**config.mk**
```make
export PLATFORM = sky130hd
export DESIGN_NAME = cond_exec_sequencer
export DESIGN_NICKNAME = d
export VERILOG_FILES = /design/src/rtl/cond_exec_sequencer.sv
export SDC_FILE = /design/constraint.sdc
export NUM_CORES = 1
export LEC_CHECK = 0
export BUFFER_PORTS_ARGS = -buffer_cell sky130_fd_sc_hd__buf_4
export CORE_ASPECT_RATIO = 2
export CORE_MARGIN = 10
export CORE_UTILIZATION = 48
export DETAILED_ROUTE_END_ITERATION = 12
export PLACE_DENSITY = 0.88
export SETUP_SLACK_MARGIN = 0.5
export SLEW_MARGIN = 20
export SYNTH_ARGS = -nofsm -noshare
export SYNTH_HDL_FRONTEND = slang
export SYNTH_SLANG_ARGS = --single-unit
```
**constraint.sdc**
```tcl
create_clock -name clk_i -period 2.6 [get_ports clk_i]
set_input_delay 0 -clock clk_i [delete_from_list [all_inputs] [get_ports clk_i]]
set_output_delay 0 -clock clk_i [all_outputs]
set_load 0.005 [all_outputs]
```
**src/rtl/cond_exec_sequencer.sv**
```systemverilog
// cond_exec_sequencer: conditional-execution sequencer in front of the ALU issue port.
// Holds the architectural NZCV flags and counts in-flight flag-setting ops. Each accepted
// instruction's ARM condition code is evaluated once the flags are stable. The instruction
// is then issued to the ALU or squashed with a one-cycle pulse.
// Optional feature macro: COND_EXEC_PERF_CNT_EN enables the 16-bit executed/squashed
// counters. When the macro is undefined, both counter outputs are tied to zero.
module cond_exec_sequencer #(
  parameter int          TAG_W       = 8,
  parameter int          MAX_PENDING = 3,
  parameter logic [3:0]  FLAG_RESET  = 4'h0,
  localparam int         PEND_W      = $clog2(MAX_PENDING + 1)
) (
  input  logic              clk_i,
  input  logic              rst_i,
  input  logic              instr_valid_i,
  output logic              instr_ready_o,
  input  logic [3:0]        instr_cond_i,
  input  logic              instr_sets_flags_i,
  input  logic [TAG_W-1:0]  instr_tag_i,
  output logic              exec_valid_o,
  input  logic              exec_ready_i,
  output logic              exec_sets_flags_o,
  output logic [TAG_W-1:0]  exec_tag_o,
  output logic              squash_o,
  output logic [TAG_W-1:0]  squash_tag_o,
  input  logic              flag_wr_en_i,
  input  logic [3:0]        flag_wr_data_i,
  output logic [3:0]        flags_o,
  output logic [PEND_W-1:0] pending_o,
  output logic [15:0]       exec_cnt_o,
  output logic [15:0]       squash_cnt_o
);

  localparam logic [PEND_W-1:0] PEND_MAX = PEND_W'(MAX_PENDING);

  typedef enum logic [1:0] {
    S_IDLE   = 2'd0,
    S_EVAL   = 2'd1,
    S_ISSUE  = 2'd2,
    S_SQUASH = 2'd3
  } state_t;

  state_t              state_q, state_d;
  logic                instr_ready_q;
  logic                exec_valid_q;
  logic                exec_sets_q;
  logic [TAG_W-1:0]    exec_tag_q;
  logic                squash_q;
  logic [TAG_W-1:0]    squash_tag_q;
  logic [3:0]          flags_q;
  logic [PEND_W-1:0]   pending_q;
  logic [3:0]          cond_q;
  logic                sets_q;
  logic [TAG_W-1:0]    tag_q;
  logic                pend_inc;
  logic                pend_dec;

  // ARM condition table. Flags are ordered {N,Z,C,V}.
  function automatic logic cond_pass(input logic [3:0] c, input logic [3:0] f);
    logic n, z, cy, v;
    logic r;
    n  = f[3];
    z  = f[2];
    cy = f[1];
    v  = f[0];
    r  = 1'b0;
    case (c)
      4'h0: r = z;
      4'h1: r = !z;
      4'h2: r = cy;
      4'h3: r = !cy;
      4'h4: r = n;
      4'h5: r = !n;
      4'h6: r = v;
      4'h7: r = !v;
      4'h8: r = cy && !z;
      4'h9: r = !cy || z;
      4'hA: r = (n == v);
      4'hB: r = (n != v);
      4'hC: r = !z && (n == v);
      4'hD: r = z || (n != v);
      4'hE: r = 1'b1;
      default: r = 1'b0;
    endcase
    return r;
  endfunction

  // Next-state logic. AL and NV resolve immediately. Other conditions wait until no
  // flag-setter is in flight. A flag-setter also waits while the pending counter is full.
  always_comb begin
    state_d = state_q;
    unique case (state_q)
      S_IDLE: begin
        if (instr_valid_i && instr_ready_q) state_d = S_EVAL;
      end
      S_EVAL: begin
        if (cond_q == 4'hF)                              state_d = S_SQUASH;
        else if (cond_q != 4'hE && pending_q != '0)      state_d = S_EVAL;
        else if (!cond_pass(cond_q, flags_q))            state_d = S_SQUASH;
        else if (sets_q && pending_q == PEND_MAX)        state_d = S_EVAL;
        else                                             state_d = S_ISSUE;
      end
      S_ISSUE: begin
        if (exec_ready_i) state_d = S_IDLE;
      end
      S_SQUASH: state_d = S_IDLE;
      default:  state_d = S_IDLE;
    endcase
  end

  // State register and registered handshake/issue outputs. Tags are loaded on entry to ISSUE/SQUASH.
  always_ff @(posedge clk_i or posedge rst_i) begin
    if (rst_i) begin
      state_q       <= S_IDLE;
      instr_ready_q <= 1'b1;
      exec_valid_q  <= 1'b0;
      exec_sets_q   <= 1'b0;
      exec_tag_q    <= '0;
      squash_q      <= 1'b0;
      squash_tag_q  <= '0;
    end else begin
      state_q       <= state_d;
      instr_ready_q <= (state_d == S_IDLE);
      exec_valid_q  <= (state_d == S_ISSUE);
      squash_q      <= (state_d == S_SQUASH);
      if (state_q == S_EVAL && state_d == S_ISSUE) begin
        exec_tag_q  <= tag_q;
        exec_sets_q <= sets_q;
      end
      if (state_q == S_EVAL && state_d == S_SQUASH) begin
        squash_tag_q <= tag_q;
      end
    end
  end

  // Capture the accepted instruction. This is data only; IDLE never consumes it.
  always_ff @(posedge clk_i) begin
    if (instr_valid_i && instr_ready_q) begin
      cond_q <= instr_cond_i;
      sets_q <= instr_sets_flags_i;
      tag_q  <= instr_tag_i;
    end
  end

  assign pend_inc = exec_valid_q && exec_ready_i && exec_sets_q;
  assign pend_dec = flag_wr_en_i;

  // Architectural flags and in-flight flag-setter count. The count saturates at both ends.
  always_ff @(posedge clk_i or posedge rst_i) begin
    if (rst_i) begin
      flags_q   <= FLAG_RESET;
      pending_q <= '0;
    end else begin
      if (flag_wr_en_i) flags_q <= flag_wr_data_i;
      case ({pend_inc, pend_dec})
        2'b10:   if (pending_q != PEND_MAX) pending_q <= pending_q + PEND_W'(1);
        2'b01:   if (pending_q != '0)       pending_q <= pending_q - PEND_W'(1);
        default: pending_q <= pending_q;
      endcase
    end
  end

`ifdef COND_EXEC_PERF_CNT_EN
  logic [15:0] exec_cnt_q;
  logic [15:0] squash_cnt_q;

  // Wrapping performance counters. Only reset clears them.
  always_ff @(posedge clk_i or posedge rst_i) begin
    if (rst_i) begin
      exec_cnt_q   <= 16'h0000;
      squash_cnt_q <= 16'h0000;
    end else begin
      if (exec_valid_q && exec_ready_i) exec_cnt_q   <= exec_cnt_q + 16'd1;
      if (squash_q)                     squash_cnt_q <= squash_cnt_q + 16'd1;
    end
  end

  assign exec_cnt_o   = exec_cnt_q;
  assign squash_cnt_o = squash_cnt_q;
`else
  assign exec_cnt_o   = 16'h0000;
  assign squash_cnt_o = 16'h0000;
`endif

  assign instr_ready_o     = instr_ready_q;
  assign exec_valid_o      = exec_valid_q;
  assign exec_sets_flags_o = exec_sets_q;
  assign exec_tag_o        = exec_tag_q;
  assign squash_o          = squash_q;
  assign squash_tag_o      = squash_tag_q;
  assign flags_o           = flags_q;
  assign pending_o         = pending_q;

endmodule

```
# Word-level counts from Yosys, hierarchy flattened
# Index checks and enable logic that the tools add are counted.
# totals
ff_bits	41
in_bits	22
output_inout_bits	58
word_cells	78
# op_classes
addsub	2
eq_ne	29
n_mux	14
n_reduce_logical	21
# op_table
operator	count
$eq A4 B4 Y1 const B	8
$eq A4 B3 Y1 const B	4
$mux W2	8
$pmux W1 S15	1
$eq A2 B2 Y1 const B	6
$logic_and A1 B1 Y1	9
$eq A4 B2 Y1 const B	2
$pmux W2 S4	1
$ne A2 B2 Y1 const B	3
$eq A2 B1 Y1 const B	2
$eq A4 B1 Y1 const B	1
$logic_not A1 Y1	4
$logic_not A2 Y1	2
$logic_not A4 Y1	1
$ne A4 B4 Y1 const B	1
$pmux W2 S2	1
$reduce_bool A2 Y1	2
$mux W1	3
$reduce_and A3 Y1	1
$add A2 B1 Y2 const B	1
$logic_or A1 B1 Y1	2
$sub A2 B1 Y2 const B	1
$eq A1 B1 Y1	1
$ne A1 B1 Y1	1

# Logic depth before layout (Yosys ltp)
# logic_depth
ltp_word	12
ltp_mapped	8

# Worst setup path after synthesis
# OpenSTA, ideal clock, no wires.
# synth_path
path_kind	register -> register
start	reg cond_q[2]
end	reg exec_sets_q, in the netlist exec_sets_flags_o
setup_ns	0.125
arrival_ns	1.885
setup_slack_ns	0.589
path_stages_with_launch	8
period_less_slack_ns	2.011
path_cell_list	edfxtp_1 mux2_2 a32oi_1 o41ai_1 a311o_1 and3_1 buf_6 mux2_4
# synth_via
elab_chain_len	11
elab_cells_between_ends	28
classes_between	eq/ne: 17; mux: 8; reduce/logical: 3
# synth_rtl
item	line	rtl
from (decl)	52	logic [3:0] cond_q;
from (signal assigned)	139	cond_q <= instr_cond_i;
$eq A4 B4 Y1 (tied with other cells)	67	case (c)
$pmux W1 S15	67	
$mux W1	98	else if (cond_q != 4'hE && pending_q != '0) state_d = S_EVAL;
$mux W1	97	if (cond_q == 4'hF) state_d = S_SQUASH;
$mux W1	92	unique case (state_q)
$mux W2	99	else if (!cond_pass(cond_q, flags_q)) state_d = S_SQUASH;
$mux W2	98	
$mux W2 (*)	97	
$pmux W2 S4 (*)	92	
$eq A2 B2 Y1 (*)	126	if (state_q == S_EVAL && state_d == S_ISSUE) begin
$logic_and A1 B1 Y1 (*)	126	
to (signal assigned)	128	exec_sets_q <= sets_q;
to (decl)	46	logic exec_sets_q;
# Mark *: on every way between the ends. The rest lies on a longest branch, timed or not. The select of a mux whose other input is x is not followed.
# A chain may end at the register's enable or synchronous reset.

# Final worst setup path
# layout_path
start	reg cond_q[2]
end	reg squash_tag_q[7], in the netlist squash_tag_o[7]
# layout_via
elab_chain_len	11
elab_cells_between_ends	28
classes_between	eq/ne: 17; mux: 8; reduce/logical: 3
# layout_rtl
item	line	rtl
$eq A4 B4 Y1 (tied with other cells)	67	
$pmux W1 S15	67	
$mux W1	98	
$mux W1	97	
$mux W1	92	
$mux W2	99	
$mux W2	98	
$mux W2 (*)	97	
$pmux W2 S4 (*)	92	
$eq A2 B2 Y1 (*)	130	if (state_q == S_EVAL && state_d == S_SQUASH) begin
$logic_and A1 B1 Y1 (*)	130	
to (signal assigned)	131	squash_tag_q <= tag_q;
to (decl)	49	logic [TAG_W-1:0] squash_tag_q;
# Marked as above.

==> results.py <==
metrics = {
    "logic_synthesis": {
        "syn_area_mm2": 0.00196,
        "ys_seq_area_share_pct": 55.7,
        "syn_inst": 153,
        "synth_area_leader_cell": "dfrtp_1",
        "synth_flop_cell": "dfrtp_1",
        "synth_top_area_share_pct": 34.5,
        "synth_warnings": 0,
        "synth_cell_types": 37,
        "ys_ff_latch": 41,
        "avgSynthCellArea_um2": 12.8,
        "async_flop_share_pct": 68.3,
        "synth_area_leaders": "dfrtp_1 (34%), edfxtp_1 (20%), buf_4 (12%)",
        "synth_edf_count": 13,
    },
    "clock_network": {
        "cts_buffers": 5,
        "clk_pin_slew_worst_paths_ns": 0.08,
        "cts.path.max_buffers": 2,
        "ctsRootBufferMaster": "clkbuf_8",
        "clk_latency_ns": 0.30,
        "htreeDepth": 2,
        "clkSinkCount": 41,
        "cts_tree": "done",
    },
    "pwr": {
        "p_int_mw": 1.66,
        "power_frac_clock_pct": 16.9,
        "power.total_mw": 2.43,
        "p_switching_uw": 777,
        "pwr-share-seq_pct": 44.4,
        "power_switching_share_pct": 31.9,
        "p_leak_nw": 1.22,
        "max-vdd-ir-drop_mv": 0.787,
        "combPwrFrac_pct": 38.7,
        "power_density_mw_per_mm2": 915,
    },
    "global_routing": {
        "grt_use_total_pct": 13.6,
        "grt_start_max_net_pins": 29,
        "grt_remaining_overflow": 0,
        "grt_pass1_wl_um": 7580,
        "antenna_found_initial": 0,
        "grt_pass1_vias": 1542,
    },
    "critical_path": {
        "r2r_end": "squash_tag_o[7]",
        "reg2reg_slack_ns": 0.35,
        "required_ns": 2.78,
        "r2r_cells": 6,
        "path_max_fanout": 7,
        "crit_arrival_ns": 2.43,
        "start_kind": "flop",
        "path_class": "reg -> reg",
        "crit_path_end_kind": "flop",
        "r2r-start": "cond_q[2]",
    },
    "sta": {
        "slew_violations": 0,
        "hold_violations": 0,
        "tightest_slew_ns": 0.577,
        "fin_setup_tns_ns": 0,
        "clock_skew_ns": 0.00577,
        "slew_headroom_pct": 61.5,
        "fin_crit_sh_pct": 86.6,
        "setup_viol": 0,
        "rsz0062_at_grt": "yes",
        "whs_ns": 0.00803,
        "finalCriticalPeriod_ns": 2.25,
        "max_freq_ghz": 0.444,
    },
    "detailed_routing": {
        "ant_nets": 0,
        "initialDrtViolationCount": 32,
        "vias": 1376,
        "detail_route.vias_per_cell": 4.86,
        "drcViolationCount": 0,
        "wl_per_cell_um": 17.9,
        "totalWireLength_um": 5050,
        "first_pass_iters": 4,
    },
    "final_layout": {
        "multiInputGateArea_um2": 801,
        "syn_to_final_growth_pct": 35.7,
        "fin_cells": 283,
        "num-fill-cells": 273,
        "seqCellArea_mm2": 0.00109,
        "antenna_cells": 0,
        "fin_nets": 253,
        "final_layout_size_suffix_gt1_share_pct": 43.1,
        "post-route-util_pct": 68.5,
    },
    "status": {
        "status": "finished, final reports clean",
    },
    "placed_design": {
        "dp_cells": 247,
        "gp_congestion": 0.932,
        "hpwl_um": 3320,
        "port_buffers": 47,
    },
    "flow_run": {
        "max_cap_violations": 0,
    },
    "floorplan": {
        "fp.coreArea_mm2": 0.00388,
        "ios": 80,
        "die_y_um": 110,
        "fp-row-count": 32,
        "die-area_mm2": 0.00719,
        "die-width_um": 65.2,
        "initial_core_util_pct": 50.5,
    },
    "worst_hold_path": {
        "hold_path.class": "in -> reg",
        "hold_end": "exec_valid_o",
        "hold_start": "exec_ready_i",
        "whs_path_depth": 4,
    },
}
==> cells by family after synthesis <==
group	synth area share, %
compound gates	5.05
other cells	0.191
flops	55.7
mux	14.9
xor+xnor	1.34
simple gates	8.88
buf+inv	13.9
==> area by class of cell <==
class | instances | share of cell area, %
Multi-Input combinational cell | 107 | 30.1
Tap cell | 51 | 2.40
Inverter | 2 | 0.282
Clock inverter | 3 | 0.659
Timing Repair Buffer | 74 | 22.8
Clock buffer | 5 | 2.59
Sequential cell | 41 | 41.1
==> routing by layer <==
layer / vias up / wire length [µm] / global-route usage, %
li1: 623 / - / -
met1: 671 / 1630 / 11.6
met2: 71 / 2850 / 25.9
met3: 11 / 431 / 6.37
met4: 0 / 148 / 5.08
met5: - / 0 / 0
==> Yosys cell counts, types with 2 or more instances <==
| cell type | count |
|---|---|
| buf_4 | 32 |
| nor2_1 | 8 |
| buf_2 | 2 |
| mux2_4 | 9 |
| a21oi_1 | 3 |
| nand3_1 | 2 |
| nand2_1 | 6 |
| nor2b_1 | 3 |
| mux2_2 | 13 |
| and3_1 | 3 |
| and2_1 | 3 |
| xor2_1 | 2 |
| o21ai_0 | 4 |
| dfrtp_1 | 27 |
| inv_1 | 2 |
| edfxtp_1 | 13 |
==> sequential cells by signal, indices dropped and copies added (netlist names) <==
register,cells
exec_tag_o,8
squash_tag_o,8
tag_q,8
cond_q,4
flags_o,4
pending_o,2
state_q,2
exec_sets_flags_o,1
exec_valid_o,1
instr_ready_o,1
sets_q,1
squash_o,1
==> power groups by stage <==
| stage | clock, mW | combinational [mW] | sequential [mW] |
|---|---|---|---|
| finish | 0.411 | 0.942 | 1.08 |
| CTS | 0.414 | 0.903 | 1.07 |
| detailed placement | 0 | 0.812 | 1.07 |
| global placement | 0 | 0.780 | 1.06 |
| floorplan | 0 | 0.455 | 1.05 |
| global route | 0.442 | 1.02 | 1.11 |
==> through the flow <==
stage / cell area [µm²] / setup WS [ns]
2_1_floorplan: 2080 / 0.589
3_3_place_gp: 2230 / 0.241
3_5_place_dp: 2230 / 0.141
4_1_cts: 2610 / 0.431
5_1_grt: 2660 / 0.265
6_report: 2660 / 0.347
==> worst max-delay path, stage by stage, from the launching register on <==
cell and delay, ns:
edfxtp_1 0.52, mux2_4 0.35, a32oi_2 0.16, o41ai_2 0.10, a311o_2 0.42, nor2_4 0.22, mux2_2 0.36
==> cell usage in the layout (no fill, tap or decap), types with 2 or more instances in the layout <==
master and instances:
buf_4 54, conb_1 32, dfrtp_1 26, dlygate4sd3_1 19, mux2_4 13, edfxtp_1 13, mux2_2 9, nor2_1 8
nand2_1 6, clkbuf_8 5, o21ai_0 4, and2_1 3, a21oi_1 3, nor2b_1 3, nand3_1 2, nor2_4 2
and3_1 2, and3_4 2, clkinv_2 2
==> worst max path at each step <==
stage,startpoint,endpoint
after global routing,cond_q[2],squash_tag_o[2]
after CTS,cond_q[2],exec_tag_o[1]
after floorplan,cond_q[2],exec_sets_flags_o
after global placement,cond_q[3],exec_tag_o[2]
final,cond_q[2],squash_tag_o[7]
after detailed placement,cond_q[3],exec_tag_o[1]
==> what timing repair did <==
| action | 4_1_cts | 5_1_grt |
|---|---|---|
| gates resized for setup | 13 | 6 |
| endpoints found under the setup margin | 18 | 20 |
| endpoints found under the hold margin | 19 | 27 |
| setup buffers | 6 | 1 |
| cloned | 1 | 1 |
| hold buffers | 18 | 1 |
| pin swaps | 1 | 4 |
Power figures use the tool's default switching activity.
